### src/rtl/saw_glide_osc.sv
// Sawtooth phase-accumulator oscillator with hard sync and a
// shift-scaled linear glide between successive frequency targets.
module saw_glide_osc #(
    parameter int ACC_W = 24,
    parameter int SAW_W = 16
) (
    input  logic             CLK,
    input  logic             RESET_N,
    input  logic             LOCKED,
    input  logic             SAMPLE_EN,
    input  logic [ACC_W-1:0] FREQ,
    input  logic             FREQ_VALID,
    output logic             FREQ_READY,
    input  logic [3:0]       GLIDE,
    input  logic             SYNC,
    output logic [SAW_W-1:0] SAW,
    output logic             WRAP,
    output logic             HALF,
    output logic             GLIDING
);

    typedef enum logic [1:0] {
        S_IDLE,
        S_LOAD,
        S_GLIDE
    } state_t;

    state_t           state_q, state_d;
    logic [ACC_W-1:0] acc_q, acc_d;
    logic [ACC_W-1:0] inc_q, inc_d;
    logic [ACC_W-1:0] tgt_q, tgt_d;
    logic [ACC_W-1:0] step_q, step_d;
    logic [3:0]       shift_q, shift_d;
    logic             wrap_q, wrap_d;
    logic             half_q, half_d;
    logic             gliding_q, gliding_d;

    logic             accept;
    logic             up;
    logic [ACC_W:0]   sum;
    logic [ACC_W-1:0] diff;
    logic [ACC_W-1:0] diff_sh;

    assign FREQ_READY = RESET_N & LOCKED & (state_q != S_LOAD);
    assign accept     = FREQ_VALID & FREQ_READY;
    assign sum        = {1'b0, acc_q} + {1'b0, inc_q};
    assign up         = tgt_q > inc_q;
    assign diff       = up ? (tgt_q - inc_q) : (inc_q - tgt_q);
    assign diff_sh    = diff >> shift_q;

    always_comb begin
        state_d = state_q;
        acc_d   = acc_q;
        inc_d   = inc_q;
        tgt_d   = tgt_q;
        step_d  = step_q;
        shift_d = shift_q;
        wrap_d  = 1'b0;
        half_d  = 1'b0;
        if (LOCKED) begin
            if (SYNC) begin
                acc_d = '0;
            end else if (SAMPLE_EN) begin
                acc_d  = sum[ACC_W-1:0];
                wrap_d = sum[ACC_W];
                half_d = sum[ACC_W-1] & ~acc_q[ACC_W-1];
            end
            unique case (state_q)
                S_IDLE: begin
                    state_d = S_IDLE;
                end
                S_LOAD: begin
                    if (shift_q == 4'd0) begin
                        inc_d   = tgt_q;
                        state_d = S_IDLE;
                    end else begin
                        step_d  = (diff_sh == '0) ? ACC_W'(1) : diff_sh;
                        state_d = S_GLIDE;
                    end
                end
                S_GLIDE: begin
                    if (inc_q == tgt_q) begin
                        state_d = S_IDLE;
                    end else if (SAMPLE_EN) begin
                        // Final step lands exactly on target, never past it
                        if (diff <= step_q)
                            inc_d = tgt_q;
                        else if (up)
                            inc_d = inc_q + step_q;
                        else
                            inc_d = inc_q - step_q;
                    end
                end
                default: begin
                    state_d = S_IDLE;
                end
            endcase
            if (accept) begin
                tgt_d   = FREQ;
                shift_d = GLIDE;
                inc_d   = inc_q;
                state_d = S_LOAD;
            end
        end
        gliding_d = (state_d != S_IDLE);
    end

    always_ff @(posedge CLK or negedge RESET_N) begin
        if (!RESET_N) begin
            state_q   <= S_IDLE;
            acc_q     <= '0;
            inc_q     <= '0;
            tgt_q     <= '0;
            step_q    <= '0;
            shift_q   <= '0;
            wrap_q    <= 1'b0;
            half_q    <= 1'b0;
            gliding_q <= 1'b0;
        end else begin
            state_q   <= state_d;
            acc_q     <= acc_d;
            inc_q     <= inc_d;
            tgt_q     <= tgt_d;
            step_q    <= step_d;
            shift_q   <= shift_d;
            wrap_q    <= wrap_d;
            half_q    <= half_d;
            gliding_q <= gliding_d;
        end
    end

    assign SAW     = acc_q[ACC_W-1 -: SAW_W];
    assign WRAP    = wrap_q;
    assign HALF    = half_q;
    assign GLIDING = gliding_q;

endmodule

### config.mk
export PLATFORM = sky130hd
export DESIGN_NAME = saw_glide_osc
export DESIGN_NICKNAME = d
export VERILOG_FILES = /design/src/rtl/saw_glide_osc.sv
export SDC_FILE = /design/constraint.sdc
export NUM_CORES = 1
export LEC_CHECK = 0
export CELL_PAD_IN_SITES_DETAIL_PLACEMENT = 0
export CELL_PAD_IN_SITES_GLOBAL_PLACEMENT = 2
export CORE_MARGIN = 8
export CORE_UTILIZATION = 30
export DETAILED_ROUTE_END_ITERATION = 16
export DONT_BUFFER_PORTS = 1
export PLACE_DENSITY_LB_ADDON = 0.25
export SKIP_LAST_GASP = 1
export SLEW_MARGIN = 20
export SYNTH_ARGS = -nofsm -noshare
export SYNTH_HDL_FRONTEND = slang
export SYNTH_SLANG_ARGS = --single-unit
### constraint.sdc
create_clock -name CLK -period 12.4 [get_ports CLK]
set_input_delay 2.48 -clock CLK [delete_from_list [all_inputs] [get_ports CLK]]
set_output_delay 2.48 -clock CLK [all_outputs]
set_load 0.02 [all_outputs]
# [Word-level counts from Yosys, hierarchy flattened]
# Index checks and enable logic that the tools add are counted.
[op_classes] n_addsub=5 n_lt_le_gt_ge=2 eq_ne=7 shifts=1 muxes=21 bitwise_logic=7 reduce_logical=9
[ops] cell="$mux 24" n=9
[ops] cell="$sub 24x24->24" n=3
[ops] cell="$pmux 24 s2" n=1
[ops] cell="$add 24x24->25" n=1
[ops] cell="$add 24x24->24" n=1
[ops] cell="$eq 24x24->1" n=1
[ops] cell="$gt 24x24->1" n=1
[ops] cell="$le 24x24->1" n=1
[ops] cell="$logic_not 24->1" n=1
[ops] cell="$shr 24x4->24" n=1
[ops] cell="$mux 2" n=4
[ops] cell="$mux 1" n=6
[ops] cell="$ne 2x2->1 const B" n=3
[ops] cell="$reduce_and 6->1" n=1
[ops] cell="$reduce_bool 2->1" n=3
[ops] cell="$and 1x1->1" n=4
[ops] cell="$logic_not 4->1" n=1
[ops] cell="$pmux 2 s2" n=1
[ops] cell="$reduce_and 2->1" n=2
[ops] cell="$not 1->1" n=3
[ops] cell="$reduce_and 3->1" n=1
[ops] cell="$eq 2x1->1 const B" n=1
[ops] cell="$eq 2x2->1 const B" n=1
[ops] cell="$ne 2x1->1 const B" n=1
[totals] regBits=105 in_bits=34 output_inout_bits=20 word_cells=61

# [Depth between registers and ports, before layout]
# Gate-level depths: netlist (run 1).
[logic_depth] depth_word=7 ltp_mapped=29 mapped_depth_nobuf=26

# [Worst setup path before layout (run 1)]
# No wires, ideal clock.
[synth_path] path_kind="register to register" startpoint="register inc_q[1]" endpoint="register inc_q[2]" setup_time_ps=133 arrival_time_ps=5744 t_required_ps=12267 setup_slack_ps=6523 path_stages_with_launch=27 path_buffers=3 synth_period_minus_slack_ps=5877 path_cell_list="dfrtp_1 > inv_1 > fa_1 > a211o_1 > a211o_1 > a21o_1 > o211ai_1 > clkbuf_1 > nand3_1 > o31ai_1 > xnor2_2 > inv_2 > ha_1 > a21o_1 > a21o_1 > a21o_1 > a21o_1 > a21o_1 > a21o_1 > a21oi_1 > nor3_1 > a2111oi_0 > nor2_1 > clkbuf_1 > buf_1 > o211ai_1 > o21ai_0"
[synth_via] elab_chain_cells=7 elab_cells_between_ends=15 classes_between="add/sub (4); order compare (2); eq/ne (2); mux (6); reduce/logical (1)"
[synth_rtl] element="start: declaration" line="30" source="logic [ACC_W-1:0] inc_q, inc_d;"
[synth_rtl] element="start signal: assignment" line="122" source="inc_q <= inc_d;"
[synth_rtl] element="$sub 24x24->24 / $gt 24x24->1 (equally long branches)" line="48, 47"
[synth_rtl] element="$mux 24" line="48" source="assign diff = up ? (tgt_q - inc_q) : (inc_q - tgt_q);"
[synth_rtl] element="$le 24x24->1" line="86" source="if (diff <= step_q)"
[synth_rtl] element="$mux 24" line="86"
[synth_rtl] element="$mux 24" line="84" source="end else if (SAMPLE_EN) begin"
[synth_rtl] element="$mux 24" line="82" source="if (inc_q == tgt_q) begin"
[synth_rtl] element="$pmux 24 s2" line="68" source="unique case (state_q)"
# Parallel ways exist; a longest one is shown, timed or not. The select of a mux whose other input is x is not followed.
# A chain may end at the register's enable or synchronous reset.

# [Worst setup path after layout (run 1)]
[layout_path] startpoint="register inc_q[7]" endpoint="register inc_q[21]"
# Same word-level chain as after synthesis.

==> reports/summary.md, run 1 <==
• **commonest cells after routing, fill and taps aside** 124 x a21oi_1, 121 x ha_1, 111 x inv_1, 105 x dfrtp_1, 87 x nor2_1
• **total setup violations reported at the end of the flow** 0
• **final period utilization** 57.6%
• **drt pass-1 iters** 7
• **number of synthesized register bits** 105
• **met2 wire length** 19500 um
• **WL per Instance** 22.6 um
• **Core Region** 38400 um^2
• **outcome** finished clean
• **max-cap violations** 0
• **number of endpoints with negative hold slack in the final report** 0
• **number of input and output port buffers inserted** 0
• **reg2reg setup slack** 5.26 ns
• **crit path max fanout** 15
• **maximum operating frequency** 140 MHz
• **detailed route wirelength on metal3** 1950 um
• **row count** 72
• **top cells by area in the synthesized netlist** dfrtp_1 23%, ha_1 13%, a21oi_1 5.4%, xnor2_1 3.9%, a21o_1 3.7%
• **number of buffers inserted for hold repair after clock tree synthesis** 0
• **top cell type's share of synthesized area** 22.7%
• **half-perimeter wire length of the detailed placement result** 32900 um
• **final cell area excluding filler cells** 12200 um^2
• **cell chain of the critical path** inv_1 > ha_1 > nand3_4 > or4_4 > or4_1 > nand2_2 > nand2_1 > a21oi_1 > ha_1 > nor2b_1 > o21ai_0 > a21boi_0 > o21ai_0 > a211oi_1 > o41a_1 > o21ai_0 > a211oi_1 > nor3_1 > xor2_1 > nor3_1 > a2bb2oi_1
• **Area after DPL** 11900 um^2
• **maximum number of pins on one net before global-route repair** 107
• **Slew Viols, Final** 0
• **Clock Root Buffer** clkbuf_16
• **Num CTS Buffers** 9
• **vias in the first global route** 10100
• **post-synth design cell area** 11600 um^2
• **TritonCTS clock tree** built
• **count of unique library cells instantiated by Yosys** 85
• **clock insertion delay at the later pin of the skew report** 0.40 ns
• **relative slew slack** 28.7%
• **clock slew at reported path FFs** 0.08 ns
• **fraction of the yosys area taken by sequential cells** 22.7%
• **Setup CP Type** reg -> reg
• **signal arrival time at the worst endpoint** 7.40 ns
• **Total Die Area** 45100 um^2
• **origin of the critical flop-to-flop path** inc_q[7]$_DFFE_PN0P_
• **DRC Markers** 0
• **wire length reported by the detailed router** 41900 um
• **minimum clock period** 7.14 ns
• **global-route wire length before repair** 64300 um
• **slowest stage cell, crit path** or4_1
• **number of instances in the synthesized netlist** 1397
• **destination of the worst register-to-register timing path** inc_q[21]$_DFFE_PN0P_
• **starting utilization of the core area** 30.1%
• **final setup TNS** 0 ns
• **clock tree sinks** 105
• **commonest non-fill, non-tap cell in the layout** a21oi_1
• **most repeated library cell on the critical path** o21ai_0
• **width of the die** 212 um
• **fraction of final layout cells with drive strength greater than 1** 7.32%
• **post-synthesis area per instance** 8.27 um^2
• **worst-margin pin slew** 1.06 ns
• **Setup crit start kind** flip-flop
• **final core utilization** 31.8%
• **Resize count post-CTS** 0
• **unrepaired setup endpoints after global routing** false
• **DP Cell Count** 1842
• **Area growth, synth to finish** 5.43%
• **vertical die dimension** 212 um
• **buffers inserted during post-CTS setup optimization** 0
• **net count after synthesis** 1556
• **Detailed Route Iter0 Violations** 739
• **critical path required time** 12.66 ns
• **Synth area leader** dfrtp_1
• **I/O Pins** 54
• **count of vias placed by the detailed router** 10300
• **number of enable flip-flop cells after synthesis** 0
• **final weighted congestion of routability-driven global placement** 0.877
• **final net count** 1494
• **Hold Path Class** reg -> reg
• **total routed wire length on the met1 layer** 19700 um
• **antenna violations before repair** 2
• **source of the worst hold timing path** step_q[19]$_DFFE_PN0P_
• **Hold Path Depth** 2
• **final antenna-violating net count** 0
• **post-layout instance count excluding filler cells** 1859
• **warnings from Yosys** 0
• **Crit. End Element** flip-flop
• **number of H-tree branching levels** 3
• **highest metal layer with signal wires** met4
• **number of cells on the worst reg-to-reg path** 21
• **vias per inst** 5.56
• **CP max stage delay** 0.69 ns
• **overall fraction of global-route tracks in use** 18.8%
• **fraction of synthesis flops using an asynchronous set or reset pin** 100%
• **GR Overflow Total** 0
• **number of buffers between clock root and the deepest sink** 2
• **WHS Endpoint** step_q[19]$_DFFE_PN0P_
• **maximum clock skew at final layout** 0.0165 ns
• **Most used DFF post-synth** dfrtp_1
## kinds of logic after synthesis
family / share of synthesized area, %
AOI/OAI and AO/OA: 25.7
xor gates and xnor gates: 5.60
adders and majority gates: 13.8
buffers and inverters: 7.29
DFF: 22.7
muxes: 9.06
and+or+nand+nor: 15.8
## per-layer routing
metal / vias up / track usage, %
met5: - / 0
met4: 0 / 6.31
met3: 42 / 2.98
met2: 255 / 30.3
met1: 5054 / 25.4
li1: 4993 / -
## critical path: cells and delay by family (launching register included)
family                   cells  cell delay [ns]
AO/OA/AOI/OAI                9             2.86
AND/OR/NAND/NOR              8             2.55
adder cells (fa/ha/maj)      2             0.84
flip-flops                   1             0.44
XOR/XNOR                     1             0.23
buffers and inverters        1             0.07
## how the worst max path moves through the flow
stage                         startpoint                    end  slack, ns
floorplan           inc_q[1]$_DFFE_PN0P_   inc_q[2]$_DFFE_PN0P_       6.52
global placement    inc_q[7]$_DFFE_PN0P_  inc_q[21]$_DFFE_PN0P_       5.37
detailed placement  inc_q[7]$_DFFE_PN0P_  inc_q[21]$_DFFE_PN0P_       5.33
CTS                 inc_q[7]$_DFFE_PN0P_  inc_q[21]$_DFFE_PN0P_       5.29
global route        inc_q[7]$_DFFE_PN0P_  inc_q[21]$_DFFE_PN0P_       4.79
finish              inc_q[7]$_DFFE_PN0P_  inc_q[21]$_DFFE_PN0P_       5.26
## through the flow
step	hold WS [ns]	setup slack (ns)
after floorplan	0.450	6.52
after global placement	0.464	5.37
after global routing	0.511	4.79
after CTS	0.495	5.29
final	0.488	5.26
after detailed placement	0.475	5.33
## synthesized netlist by cell type, types with 31 or more instances
master,number
xnor2_1,52
a21oi_1,124
inv_1,111
mux2i_1,39
nand3_1,44
dfrtp_1,105
ha_1,121
nand2_1,84
a21o_1,57
nor2_1,88
o21ai_0,80
mux2_2,31
clkbuf_1,50
## sequential cells by signal (all words and copies together), names as in the netlist
register,flops
shift_q,4
acc_q,24
tgt_q,24
HALF,1
GLIDING,1
WRAP,1
step_q,24
inc_q,24
state_q,2
## area by class of cell
| class | count | area (um^2) |
|---|---|---|
| fillers | 4147 | 26200 |
| multi-input cells | 1094 | 8100 |
| flip-flops and latches | 105 | 2630 |
| well taps | 518 | 648 |
| inverters | 114 | 428 |
| clock buffers | 13 | 260 |
| repair buffers | 11 | 82.6 |
| clock inverters | 2 | 37.5 |
| diodes | 2 | 5.00 |
Power of run 1 is not shown: default switching activity piles up to over one toggle a cycle in this logic, so the estimate is an artifact.
==> inputs of run 2 (changes only) <==
- clock period: 12.4 -> 6.95 ns (I/O delays scaled with it)
==> run 2 against run 1 <==
Against the previous run:
- sequential share of layout area fell by 0.29 points
- global-route usage is 0.071 points higher
- hold slack about the same
- die area did not move
- core utilization rose by 0.43 points
- fmax up 9.4%
- via count up 0.68%
- critical path type unchanged
==> reports/summary.md, run 2 (synthesized netlist as in run 1, its figures left out) <==
• **overall fraction of global-route tracks in use** 18.9%
• **final cell area excluding filler cells** 12400 um^2
• **vias in the first global route** 10600
• **Crit. End Element** flip-flop
• **Setup CP Type** reg -> reg
• **source of the worst hold timing path** step_q[19]$_DFFE_PN0P_
• **crit path max fanout** 26
• **clock tree sinks** 105
• **starting utilization of the core area** 30.1%
• **worst hold slack** 0.488 ns
• **Bufs and invs on worst path** 4
• **signal arrival time at the worst endpoint** 6.79 ns
• **vertical die dimension** 212 um
• **Hold Path Depth** 2
• **final weighted congestion of routability-driven global placement** 0.836
• **vias per inst** 5.55
• **final setup TNS** 0 ns
• **slowest stage cell, crit path** or4_1
• **half-perimeter wire length of the detailed placement result** 32900 um
• **final period utilization** 93.9%
• **final net count** 1514
• **wire length reported by the detailed router** 41600 um
• **antenna violations before repair** 3
• **Setup crit start kind** flip-flop
• **drt pass-1 iters** 5
• **DRC Markers** 0
• **max-cap violations** 0
• **Hold Path Class** reg -> reg
• **total setup violations reported at the end of the flow** 0
• **number of H-tree branching levels** 3
• **destination of the worst register-to-register timing path** inc_q[23]$_DFFE_PN0P_
• **Total Die Area** 45100 um^2
• **Core Region** 38400 um^2
• **GR Overflow Total** 0
• **minimum clock period** 6.53 ns
• **TritonCTS clock tree** built
• **number of input and output port buffers inserted** 0
• **clock insertion delay at the later pin of the skew report** 0.40 ns
• **cell class contributing the biggest share of worst-path delay** compound AO/OA/AOI/OAI gates
• **row count** 72
• **number of buffers between clock root and the deepest sink** 2
• **maximum operating frequency** 153 MHz
• **clock slew at reported path FFs** 0.09 ns
• **number of cells on the worst reg-to-reg path** 26
• **Slew Viols, Final** 0
• **WL per Instance** 22.2 um
• **outcome** finished clean
• **WHS Endpoint** step_q[19]$_DFFE_PN0P_
• **worst-margin pin slew** 1.01 ns
• **buffers inserted during post-CTS setup optimization** 0
• **fraction of final layout cells with drive strength greater than 1** 8.82%
• **relative slew slack** 32.4%
• **maximum clock skew at final layout** 0.0168 ns
• **reg2reg setup slack** 0.42 ns
• **Area growth, synth to finish** 6.85%
• **Clock Root Buffer** clkbuf_16
• **origin of the critical flop-to-flop path** inc_q[8]$_DFFE_PN0P_
• **critical path required time** 7.21 ns
• **Detailed Route Iter0 Violations** 780
• **commonest non-fill, non-tap cell in the layout** a21oi_1
• **global-route wire length before repair** 65200 um
• **most repeated library cell on the critical path** a21o_1
• **count of vias placed by the detailed router** 10400
• **commonest cells after routing, fill and taps aside** 124 x a21oi_1, 121 x ha_1, 111 x inv_1, 105 x dfrtp_1, 87 x nor2_1
• **number of buffers inserted for hold repair after clock tree synthesis** 0
• **Area after DPL** 12000 um^2
• **Antenna Diode Count** 0
• **Num CTS Buffers** 9
• **Resize count post-CTS** 0
• **number of endpoints with negative hold slack in the final report** 0
• **final antenna-violating net count** 0
• **width of the die** 212 um
• **unrepaired setup endpoints after global routing** false
• **crit path launch** inc_q[8]$_DFFE_PN0P_
• **maximum number of pins on one net before global-route repair** 107
• **CP max stage delay** 0.67 ns
• **I/O Pins** 54
## run 2: worst max path at each step
stage	end	slack, ns	depth (start not counted)
2_1_floorplan	inc_q[2]$_DFFE_PN0P_	1.07	26
3_3_place_gp	inc_q[23]$_DFFE_PN0P_	0.56	26
3_5_place_dp	inc_q[23]$_DFFE_PN0P_	0.49	26
4_1_cts	inc_q[23]$_DFFE_PN0P_	0.44	26
5_1_grt	inc_q[0]$_DFFE_PN0P_	0.05	26
6_report	inc_q[23]$_DFFE_PN0P_	0.42	26
## run 2: metrics by stage
stage	instances	utilization, %	setup slack [ns]
finish	1878	32.2	0.423
global route	1878	32.2	0.0456
CTS	1878	32.2	0.443
detailed placement	1862	31.4	0.493
global placement	1862	31.4	0.564
floorplan	1397	-	1.07
## run 2: worst reg2reg max path: stages, from the launching register on
cell and delay, ns:
dfrtp_1 0.43, inv_1 0.06, ha_1 0.49, nand3_4 0.13, or4_4 0.59, or4_1 0.67, and2_4 0.32, nor2_8 0.29
o31ai_1 0.17, xnor2_2 0.23, inv_2 0.06, ha_1 0.29, a21o_1 0.19, a21o_1 0.18, a21o_1 0.17, a21o_1 0.18
a21o_1 0.18, a21o_1 0.17, a21oi_1 0.24, nor3_1 0.07, a2111oi_0 0.40, buf_4 0.20, nor2_2 0.05, buf_4 0.25
o21ai_0 0.20, a21o_1 0.10, o21ai_0 0.07
## run 2: cell type report
cell class	count	area, um^2
Clock buffer	13	270
Tap cell	518	648
Clock inverter	3	46.3
Inverter	114	428
Multi-Input combinational cell	1094	8100
Sequential cell	105	2630
Fill cell	4125	26000
Timing Repair Buffer	31	233
## run 2: metal layers
layer | share of wire (%) | track usage (%) | wire, um | up-vias
li1 | - | - | - | 5042
met1 | 47 | 25.1 | 19400 | 5078
met2 | 47 | 31.3 | 19400 | 234
met3 | 4.1 | 2.73 | 1710 | 56
met4 | 2.4 | 5.90 | 1010 | 4
met5 | 0.055 | 0 | 23 | -
Power of run 2 is left out for the same reason.
